## config.mk

```make
export PLATFORM = sky130hd
export DESIGN_NAME = freq_gate_sched
export DESIGN_NICKNAME = d
export VERILOG_FILES = /design/src/rtl/freq_pkg.sv /design/src/rtl/freq_gate_sched_gate_timer.sv /design/src/rtl/freq_gate_sched.sv
export SDC_FILE = /design/constraint.sdc
export NUM_CORES = 1
export LEC_CHECK = 0
export ABC_AREA = 1
export BUFFER_PORTS_ARGS = -buffer_cell sky130_fd_sc_hd__buf_4
export CELL_PAD_IN_SITES_DETAIL_PLACEMENT = 0
export CELL_PAD_IN_SITES_GLOBAL_PLACEMENT = 1
export CORE_ASPECT_RATIO = 1.75
export CORE_MARGIN = 2
export CORE_UTILIZATION = 41
export CTS_BUF_LIST = sky130_fd_sc_hd__clkbuf_8
export DETAILED_ROUTE_END_ITERATION = 7
export PLACE_DENSITY_LB_ADDON = 0.1
export SLEW_MARGIN = 30
export SYNTH_ARGS = -nofsm -noshare
export SYNTH_HDL_FRONTEND = slang
export SYNTH_HIERARCHICAL = 1
export SYNTH_SLANG_ARGS = --single-unit
```

## constraint.sdc

```tcl
create_clock -name clk -period 3.7 [get_ports clk]
set_clock_uncertainty 0.2 [all_clocks]
set_input_delay 0 -clock clk [delete_from_list [all_inputs] [get_ports clk]]
set_output_delay 0 -clock clk [all_outputs]
set_load 0.02 [all_outputs]
```

## src/rtl/freq_pkg.sv

```systemverilog
// rtl/freq_pkg.sv - shared types, constants and gate-length helper for the frequency-meter sequencer
// Contents:
//   state_t      sequencer states
//   RNG_*        gate range encoding (0 = 1 s, 1 = 0.1 s, 2 = 0.01 s)
//   DISP_MAX     largest count the 7-digit display can show
//   DN_TH        step-down threshold, kept below 1_000_000 for hysteresis
//   clamp_range  folds the unused code 3 onto the 0.01 s gate
//   gate_len     gate length in clock cycles for a given range
package freq_pkg;

   typedef enum logic [2:0] {
      ST_IDLE,
      ST_CLEAR,
      ST_GATE,
      ST_SETTLE,
      ST_LATCH,
      ST_RERANGE,
      ST_CONVERT,
      ST_PUBLISH
   } state_t;

   localparam logic [1:0] RNG_1S    = 2'd0;
   localparam logic [1:0] RNG_100MS = 2'd1;
   localparam logic [1:0] RNG_10MS  = 2'd2;

   localparam int unsigned DISP_MAX = 9_999_999;
   localparam int unsigned DN_TH    = 900_000;

   function automatic logic [1:0] clamp_range(input logic [1:0] rng);
      return (rng == 2'd3) ? RNG_10MS : rng;
   endfunction

   function automatic int unsigned gate_len(input int unsigned clk_hz, input logic [1:0] rng);
      case (clamp_range(rng))
         RNG_1S:    return clk_hz;
         RNG_100MS: return clk_hz / 10;
         default:   return clk_hz / 100;
      endcase
   endfunction

endpackage

```

## src/rtl/freq_gate_sched_gate_timer.sv

```systemverilog
// rtl/freq_gate_sched_gate_timer.sv - loadable down-counter timing the gate and settle windows
// Ports:
//   clk, rst  clock, asynchronous active-high reset
//   load      load len into the counter (has priority over en)
//   en        count down by one while non-zero
//   len       value to load, in cycles
//   expired   high during the last counted cycle (count <= 1)
module gate_timer #(
   parameter int W = 16
) (
   input  logic         clk,
   input  logic         rst,
   input  logic         load,
   input  logic         en,
   input  logic [W-1:0] len,
   output logic         expired
);

   logic [W-1:0] r_cnt;

   always_ff @(posedge clk or posedge rst) begin
      if (rst) begin
         r_cnt <= '0;
      end else if (load) begin
         r_cnt <= len;
      end else if (en && (r_cnt != '0)) begin
         r_cnt <= r_cnt - 1'b1;
      end
   end

   // A window loaded with N lasts exactly N enabled cycles: the Nth one sees count 1.
   assign expired = (r_cnt <= W'(1));

endmodule

```

## src/rtl/freq_gate_sched.sv

```systemverilog
// rtl/freq_gate_sched.sv - frequency-meter measurement sequencer (gate, latch, convert, publish)
// Build option: define FREQ_AUTORANGE_EN for auto-ranging (RERANGE and step-down present,
// manual_range ignored); otherwise the range comes from manual_range, sampled in CLEAR.
// Ports:
//   clk, rst        clock, asynchronous active-high reset
//   run_en          continuous back-to-back measurements while high
//   start           single-measurement pulse, honoured only in IDLE
//   manual_range    gate select in manual mode (3 acts as 2)
//   cnt_val/cnt_ovf external edge counter value / saturation flag
//   bcd_done        converter finished
//   gate/cnt_clr    counter enable / one-cycle counter clear
//   bcd_bin         latched count, bcd_start one-cycle convert request
//   range/dp_pos    gate of the published result / decimal-point position
//   data_valid      one-cycle publish pulse, over = result exceeds display or counter saturated
//   busy            sequencer not idle
module freq_gate_sched
   import freq_pkg::*;
#(
   parameter int CLK_HZ     = 50_000_000,
   parameter int CNT_W      = 24,
   parameter int SETTLE_CYC = 4
) (
   input  logic             clk,
   input  logic             rst,
   input  logic             run_en,
   input  logic             start,
   input  logic [1:0]       manual_range,
   input  logic [CNT_W-1:0] cnt_val,
   input  logic             cnt_ovf,
   input  logic             bcd_done,
   output logic             gate,
   output logic             cnt_clr,
   output logic [CNT_W-1:0] bcd_bin,
   output logic             bcd_start,
   output logic [1:0]       range,
   output logic [1:0]       dp_pos,
   output logic             data_valid,
   output logic             over,
   output logic             busy
);

   localparam int TW = $clog2(CLK_HZ + 1);
   localparam logic [CNT_W-1:0] L_DISP_MAX = CNT_W'(DISP_MAX);

   state_t           r_state, w_state_nx;
   logic             r_gate, r_cnt_clr, r_bcd_start, r_data_valid, r_over, r_busy;
   logic [CNT_W-1:0] r_bcd_bin;
   logic [1:0]       r_range, r_meas_rng, w_rng_sel;
   logic             r_cont;
   logic             w_tmr_load, w_tmr_en, w_tmr_exp;
   logic [TW-1:0]    w_tmr_len;
   logic             w_over_now, w_rerange, w_abort;

   assign w_over_now = (cnt_val > L_DISP_MAX) | cnt_ovf;
   // Only a measurement launched by run_en is cancelled when run_en drops.
   assign w_abort    = r_cont & ~run_en;

`ifdef FREQ_AUTORANGE_EN
   localparam logic [CNT_W-1:0] L_DN_TH = CNT_W'(DN_TH);
   logic [1:0] r_cur_rng;
   logic [1:0] w_unused_manual;

   assign w_unused_manual = manual_range;
   assign w_rng_sel       = r_cur_rng;
   assign w_rerange       = w_over_now & (r_meas_rng != RNG_10MS);

   // r_cur_rng is the range the next CLEAR will use.
   always_ff @(posedge clk or posedge rst) begin
      if (rst) begin
         r_cur_rng <= RNG_1S;
      end else if (r_state == ST_RERANGE) begin
         r_cur_rng <= r_meas_rng + 2'd1;
      end else if ((r_state == ST_PUBLISH) && (r_bcd_bin < L_DN_TH) && (r_meas_rng != RNG_1S)) begin
         r_cur_rng <= r_meas_rng - 2'd1;
      end
   end
`else
   assign w_rng_sel = clamp_range(manual_range);
   assign w_rerange = 1'b0;
`endif

   gate_timer #(.W(TW)) u_timer (
      .clk     (clk),
      .rst     (rst),
      .load    (w_tmr_load),
      .en      (w_tmr_en),
      .len     (w_tmr_len),
      .expired (w_tmr_exp)
   );

   always_comb begin
      w_state_nx = r_state;
      w_tmr_load = 1'b0;
      w_tmr_en   = 1'b0;
      w_tmr_len  = TW'(gate_len(CLK_HZ, w_rng_sel));
      case (r_state)
         ST_IDLE:    if (run_en || start) w_state_nx = ST_CLEAR;
         ST_CLEAR: begin
            if (w_abort) begin
               w_state_nx = ST_IDLE;
            end else begin
               w_state_nx = ST_GATE;
               w_tmr_load = 1'b1;
            end
         end
         ST_GATE: begin
            w_tmr_en = 1'b1;
            if (w_abort) begin
               w_state_nx = ST_IDLE;
            end else if (w_tmr_exp) begin
               // Reuse the timer for the settle window.
               w_state_nx = ST_SETTLE;
               w_tmr_load = 1'b1;
               w_tmr_len  = TW'(SETTLE_CYC);
            end
         end
         ST_SETTLE: begin
            w_tmr_en = 1'b1;
            if (w_abort)        w_state_nx = ST_IDLE;
            else if (w_tmr_exp) w_state_nx = ST_LATCH;
         end
         ST_LATCH:   w_state_nx = w_rerange ? ST_RERANGE : ST_CONVERT;
         ST_RERANGE: w_state_nx = ST_CLEAR;
         // A done level still high from the start cycle must not count.
         ST_CONVERT: if (bcd_done && !r_bcd_start) w_state_nx = ST_PUBLISH;
         ST_PUBLISH: w_state_nx = run_en ? ST_CLEAR : ST_IDLE;
         default:    w_state_nx = ST_IDLE;
      endcase
   end

   // Outputs are registered from the next state so they line up with the state they describe.
   always_ff @(posedge clk or posedge rst) begin
      if (rst) begin
         r_state      <= ST_IDLE;
         r_gate       <= 1'b0;
         r_cnt_clr    <= 1'b0;
         r_bcd_start  <= 1'b0;
         r_data_valid <= 1'b0;
         r_busy       <= 1'b0;
         r_over       <= 1'b0;
         r_bcd_bin    <= '0;
         r_range      <= RNG_1S;
         r_meas_rng   <= RNG_1S;
         r_cont       <= 1'b0;
      end else begin
         r_state      <= w_state_nx;
         r_gate       <= (w_state_nx == ST_GATE);
         r_cnt_clr    <= (w_state_nx == ST_CLEAR);
         r_bcd_start  <= (w_state_nx == ST_CONVERT) && (r_state != ST_CONVERT);
         r_data_valid <= (w_state_nx == ST_PUBLISH);
         r_busy       <= (w_state_nx != ST_IDLE);
         if ((r_state == ST_IDLE) || (r_state == ST_PUBLISH)) begin
            r_cont <= run_en;
         end
         if (r_state == ST_CLEAR) begin
            r_meas_rng <= w_rng_sel;
         end
         if (r_state == ST_LATCH) begin
            r_bcd_bin <= cnt_val;
            r_over    <= w_over_now;
         end
         if ((w_state_nx == ST_PUBLISH) && (r_state != ST_PUBLISH)) begin
            r_range <= r_meas_rng;
         end
      end
   end

   assign gate       = r_gate;
   assign cnt_clr    = r_cnt_clr;
   assign bcd_bin    = r_bcd_bin;
   assign bcd_start  = r_bcd_start;
   assign range      = r_range;
   assign dp_pos     = r_range;
   assign data_valid = r_data_valid;
   assign over       = r_over;
   assign busy       = r_busy;

endmodule

```

* Yosys cells after proc, flatten, opt, wreduce, memory -nomap -nowiden
Cells that the tools add are included.
Storage, ports and cells: memories kept 0, bits in writable memories 0, register bits 64, ROM bits 0, latch bits 0, input port bits 32, output and inout port bits 34, logic and storage cells 69
Cells by class: shifts and indexed selects 0, bitwise operators 3, multiply operators 0, reduce and logical (&&, ||, !) cells 13, muxes and demuxes 22, $add $sub $neg 1, divide/modulo/power cells 0, magnitude comparators 2, equal/unequal tests 16
Operators with widths (number):
- two-way mux 26 bit | 5
- one-hot mux 26 bit (2 select lines) | 1
- less-or-equal comparator 26 x 1 -> 1 bit, second input constant | 1
- nonzero test 26 bit | 1
- subtractor 26 x 1 -> 26 bit, second input constant | 1
- > comparator 24 bit, second input constant | 1
- one-hot mux 3 bit (8 select lines) | 1
- equality test 3 bit, second input constant | 6
- two-way mux 3 bit | 6
- equality test 3 x 2 -> 1 bit, second input constant | 3
- equality test 3 x 1 -> 1 bit, second input constant | 2
- two-way mux 2 bit | 3
- != test 3 bit, second input constant | 2
- two-way mux 1 bit | 5
- equality test 2 bit, second input constant | 2
- logical AND 1 bit | 4
- zero test 3 bit | 1
- nonzero test 3 bit | 1
- equality test 2 x 1 -> 1 bit, second input constant | 1
- zero test 2 bit | 1
- logical OR 1 bit | 2
- one-hot mux 1 bit (2 select lines) | 1
- nonzero test 2 bit | 1
- OR reduction 2 bit | 1
- other kinds (4) | 4

* Depth between registers and ports, before layout
depth in word-level cells 10, mapped depth 18, mapped depth without buffers 16

* By module
The synthesis kept the hierarchy.
By module, submodules not included:
- gate_timer | area each 2059.5 um^2, instances 1, sequential area each 650.6 um^2, cells each 336
- freq_gate_sched | area each 1736.7 um^2, instances 1, sequential area each 950.9 um^2, cells each 223

* Worst setup path after synthesis
No wires, ideal clock.
path kind register -> register, start point register u_timer.r_cnt[0], end point register u_timer.r_cnt[16], cell stages (with the launch flop) 19, arrival time 2732 ps, buffers on the path 2, required time 3384 ps, slack 652 ps, setup time 116 ps, period minus slack after synthesis 3048 ps, cells stage by stage dfrtp_1 > inv_1 > ha_1 > nand2_1 > nor2_2 > nand2_1 > nor3_1 > o21a_1 > inv_1 > nor3_4 > inv_2 > nand2_1 > buf_2 > clkinv_1 > clkbuf_1 > nand3_1 > nand2_1 > nand2_1 > nand2_1
Between the ends: cells in the longest elaborated chain, start to end 5, elaborated cells on any way between the ends 13, those cells by class 1 x add/sub; 1 x order compare; 8 x mux; 3 x reduce/logical
RTL lines:
- start, declared | line freq_gate_sched_gate_timer.sv:19 | logic [W-1:0] r_cnt;
- start signal, assigned | line freq_gate_sched_gate_timer.sv:25 | r_cnt <= len;
- start signal, assigned | line freq_gate_sched_gate_timer.sv:27 | r_cnt <= r_cnt - 1'b1;
- less-or-equal comparator 26 x 1 -> 1 bit (*) | line freq_gate_sched_gate_timer.sv:32 | assign expired = (r_cnt <= W'(1));
- named net w_tmr_exp | line freq_gate_sched.sv:50 | logic w_tmr_load, w_tmr_en, w_tmr_exp;
- two-way mux 1 bit (*) | line freq_gate_sched.sv:110 | end else if (w_tmr_exp) begin
- two-way mux 1 bit (*) | line freq_gate_sched.sv:108 | if (w_abort) begin
- one-hot mux 1 bit (2 select lines) (*) | line freq_gate_sched.sv:96 | case (r_state)
- named net w_tmr_load | line freq_gate_sched.sv:50
- two-way mux 26 bit / nonzero test 2 bit (equally long branches)
Mark *: on every way through the listed nets, which the timed path passes. The rest lies on a longest branch. The select of a mux whose other input is x is not followed. A chain may end at the register's enable or synchronous reset.

* Worst setup path after layout
start point register u_timer.r_cnt[0], end point register u_timer.r_cnt[13]
Same word-level chain as after synthesis.

==> impl_metrics.tcl <==
set metrics [dict create \
    status "completed" \
    wl_per_cell_um 13.2 \
    holdWs_ps 77.4 \
    yosysMostFrequentCell "nand2_1" \
    clk-insertion-delay-late_ps 350 \
    path_max_fanout 24 \
    yosysWarnings 6 \
    final_hold_viol_count 0 \
    dr.max_layer_used "met4" \
    grt_pass1_vias 3957 \
    drc 0 \
    worst-path-stages 16 \
    max_slew_margin_pct 46.4 \
    grtUsageTotal_pct 22.4 \
    clk_pin_slew_worst_paths_ps 70 \
    synth.top_cells.by_count "nand2_1 (211), nor2_1 (71), dfrtp_1 (64), inv_1 (54), nand3_1 (53)" \
    htreeDepth 3 \
    avgSynthCellArea_um2 6.79 \
    rsz0062_at_grt "no" \
    synthCells 559 \
    cts_buffer_depth 2 \
    routed_wl_um 10400 \
    fillers 937 \
    via_per_inst 4.78 \
    core.rowCount 46 \
    drive_gt1_share_pct 17.2 \
    synth_area_leaders "dfrtp_1 (42%), nand2_1 (21%), nor2_1 (7.0%)" \
    p_leak_uw 0.00255 \
    crit_start "u_timer/r_cnt[0]$_DFFE_PP0P_" \
    die_h_um 131 \
    wl_met3_um 383 \
    syn_to_final_growth_pct 30.8 \
    post-route-min-period_ps 3190 \
    initialDrtViolationCount 184 \
    crit_chain "inv_1 -> ha_1 -> nand2_1 -> nor2_2 -> nand2_1 -> nor3_1 -> o21a_1 -> inv_1 -> nor3_4 -> inv_2 -> nand2_1 -> clkinv_1 -> nand2_2 -> buf_4 -> nand2_1 -> o21ai_1" \
    synthArstFlopShare_pct 100 \
    timing.final.ws_setup_ps 509 \
    core-area_um2 9040 \
    fin_crit_sh_pct 86.2 \
    grt_antenna_before_repair 0 \
    worstSetupPathType "reg2reg" \
    cpPeakStageDelay_ps 420 \
    ys_ff_latch 64 \
    first_pass_iters 6 \
    grt_first_pass_wirelength_um 17900 \
    seq_area_frac_synth_pct 42.2 \
    overflow 0 \
    max_freq_mhz 313 \
    cts.sinks 64 \
    grt_max_degree 37 \
    synth-main-ff-cell "dfrtp_1" \
    post-place-ws_ps 516 \
    antenna_cells 0 \
    ys_types 31 \
    hp-class "in2async" \
    wl_met1_um 3760 \
    gp_congestion 0.936 \
    final_util_pct 55.0 \
    path_common_cell "nand2_1" \
    synth_edf_count 0 \
    ir_drop_uv 384 \
    cp_top_family "simple AND/OR/NAND/NOR gates" \
    hpwl_um 7950 \
    maxCapViolations 0 \
    cp.required_ps 3760 \
    power_density_nw_per_um2 761 \
    syn-cell-area_um2 3800 \
    cts_buffers 9 \
    setup_violations 0 \
    worstMarginPinSlew_ps 804 \
    ant_nets 0 \
    cts_tree "built" \
    die_area_um2 10100 \
    crit_end "u_timer/r_cnt[13]$_DFFE_PP0P_" \
    r2r.worst_path.cells 16 \
    fin_nets 698 \
    cp_slowest_cell "nand2_2" \
    num_vias 3771 \
    cts_root_buffer "clkbuf_8" \
    met2_wirelength_um 5800 \
    r2r_slack_ps 510 \
    floorplan.initialDensity_pct 42.0 \
    arrival_ps 3250 \
    portBuffers 65 \
    cp-end-kind "flop" \
    timing.rr.start "u_timer/r_cnt[0]$_DFFE_PP0P_" \
    dieWidth_um 76.7 \
    finalSetupTns_ps 0 \
    crit_path_start_kind "flop" \
    reg2reg_to "u_timer/r_cnt[13]$_DFFE_PP0P_" \
    synth.top_cell.area_share_pct 42.2 \
    cts_setup_buffers 0 \
    yosysTopAreaCell "dfrtp_1" \
    ios 66 \
    drv_slew 0 \
    crit_buf_inv 5 \
]
[cells by family after synthesis]
logic type,after synthesis,synth area share (%)
buffers and inverters,76,8.64
AND/OR/NAND/NOR,366,40.4
AO/OA/AOI/OAI,42,6.16
flip-flops,64,42.2
other,1,0.0988
adder cells (fa/ha/maj),2,0.659
XOR/XNOR,8,1.85
[cell usage in the layout, fill, tap and decap left out, types with 2 or more instances in the layout]
master and instances:
a21oi_1 4, buf_4 72, bufinv_16 2, clkbuf_8 10
clkinv_4 2, conb_1 6, dfrtp_1 64, dlygate4sd3_1 33
ha_1 2, inv_1 54, inv_2 4, nand2_1 211
nand2_2 7, nand3_1 53, nand4_1 9, nor2_1 71
nor2_2 5, nor3_1 5, o21ai_0 23, o21ai_1 8
o21ai_2 5, xnor2_1 2, xor2_1 6
[report_power, final]
part	internal [uW]	switching, uW
clock	400	282
combinational	678	1200
sequential	972	245
total	2050	1730
[area by class of cell]
cell class / count / area (um^2) / share of cell area (%)
Multi-Input combinational cell: 424 / 1890 / 38.0
Sequential cell: 64 / 1600 / 32.3
Timing Repair Buffer: 105 / 871 / 17.5
Inverter: 60 / 230 / 4.64
Tap cell: 120 / 150 / 3.02
Clock buffer: 10 / 138 / 2.77
Clock inverter: 6 / 90.1 / 1.81
[per-stage QoR]
stage	instances	instance area, um^2	total power, uW
after detailed placement	740	4410	3080
after global placement	740	4410	3060
after floorplan	564	3810	2510
final	789	4970	3780
after CTS	789	4970	3820
after global routing	789	4970	4120
[how the worst min path moves through the flow]
stage          start                             to  slack (ps)  cells past startpoint
2_1_floorplan    rst   u_timer/r_cnt[0]$_DFFE_PP0P_        -160                      1
3_3_place_gp     rst  u_timer/r_cnt[23]$_DFFE_PP0P_        -100                      3
3_5_place_dp     rst  u_timer/r_cnt[22]$_DFFE_PP0P_         -90                      3
4_1_cts          rst  u_timer/r_cnt[22]$_DFFE_PP0P_          80                      4
5_1_grt          rst  u_timer/r_cnt[22]$_DFFE_PP0P_         120                      4
6_report         rst  u_timer/r_cnt[23]$_DFFE_PP0P_          80                      4
[registers in the layout (all words and copies together), names as in the netlist]
| register | flops |
|---|---|
| gate | 1 |
| dp_pos | 2 |
| data_valid | 1 |
| bcd_bin | 24 |
| bcd_start | 1 |
| r_meas_rng | 2 |
| u_timer/r_cnt | 26 |
| r_cont | 1 |
| over | 1 |
| cnt_clr | 1 |
| r_state | 3 |
| busy | 1 |
[per-layer routing]
| layer | track usage, % | vias to the layer above |
|---|---|---|
| met4 | 12.6 | 0 |
| li1 | - | 1940 |
| met3 | 4.40 | 30 |
| met1 | 22.4 | 1713 |
| met5 | 0 | - |
| met2 | 42.0 | 88 |
[tightest hold or removal path, delay by kind of cell]
family | cells | cell delay, ps
buffers and inverters | 4 | 1040
[timing repair]
item,in CTS,in global routing
hold buffers,33,0
resized for setup,0,0
hold endpoints to repair,95,0
(Power assumes the default switching activity.)
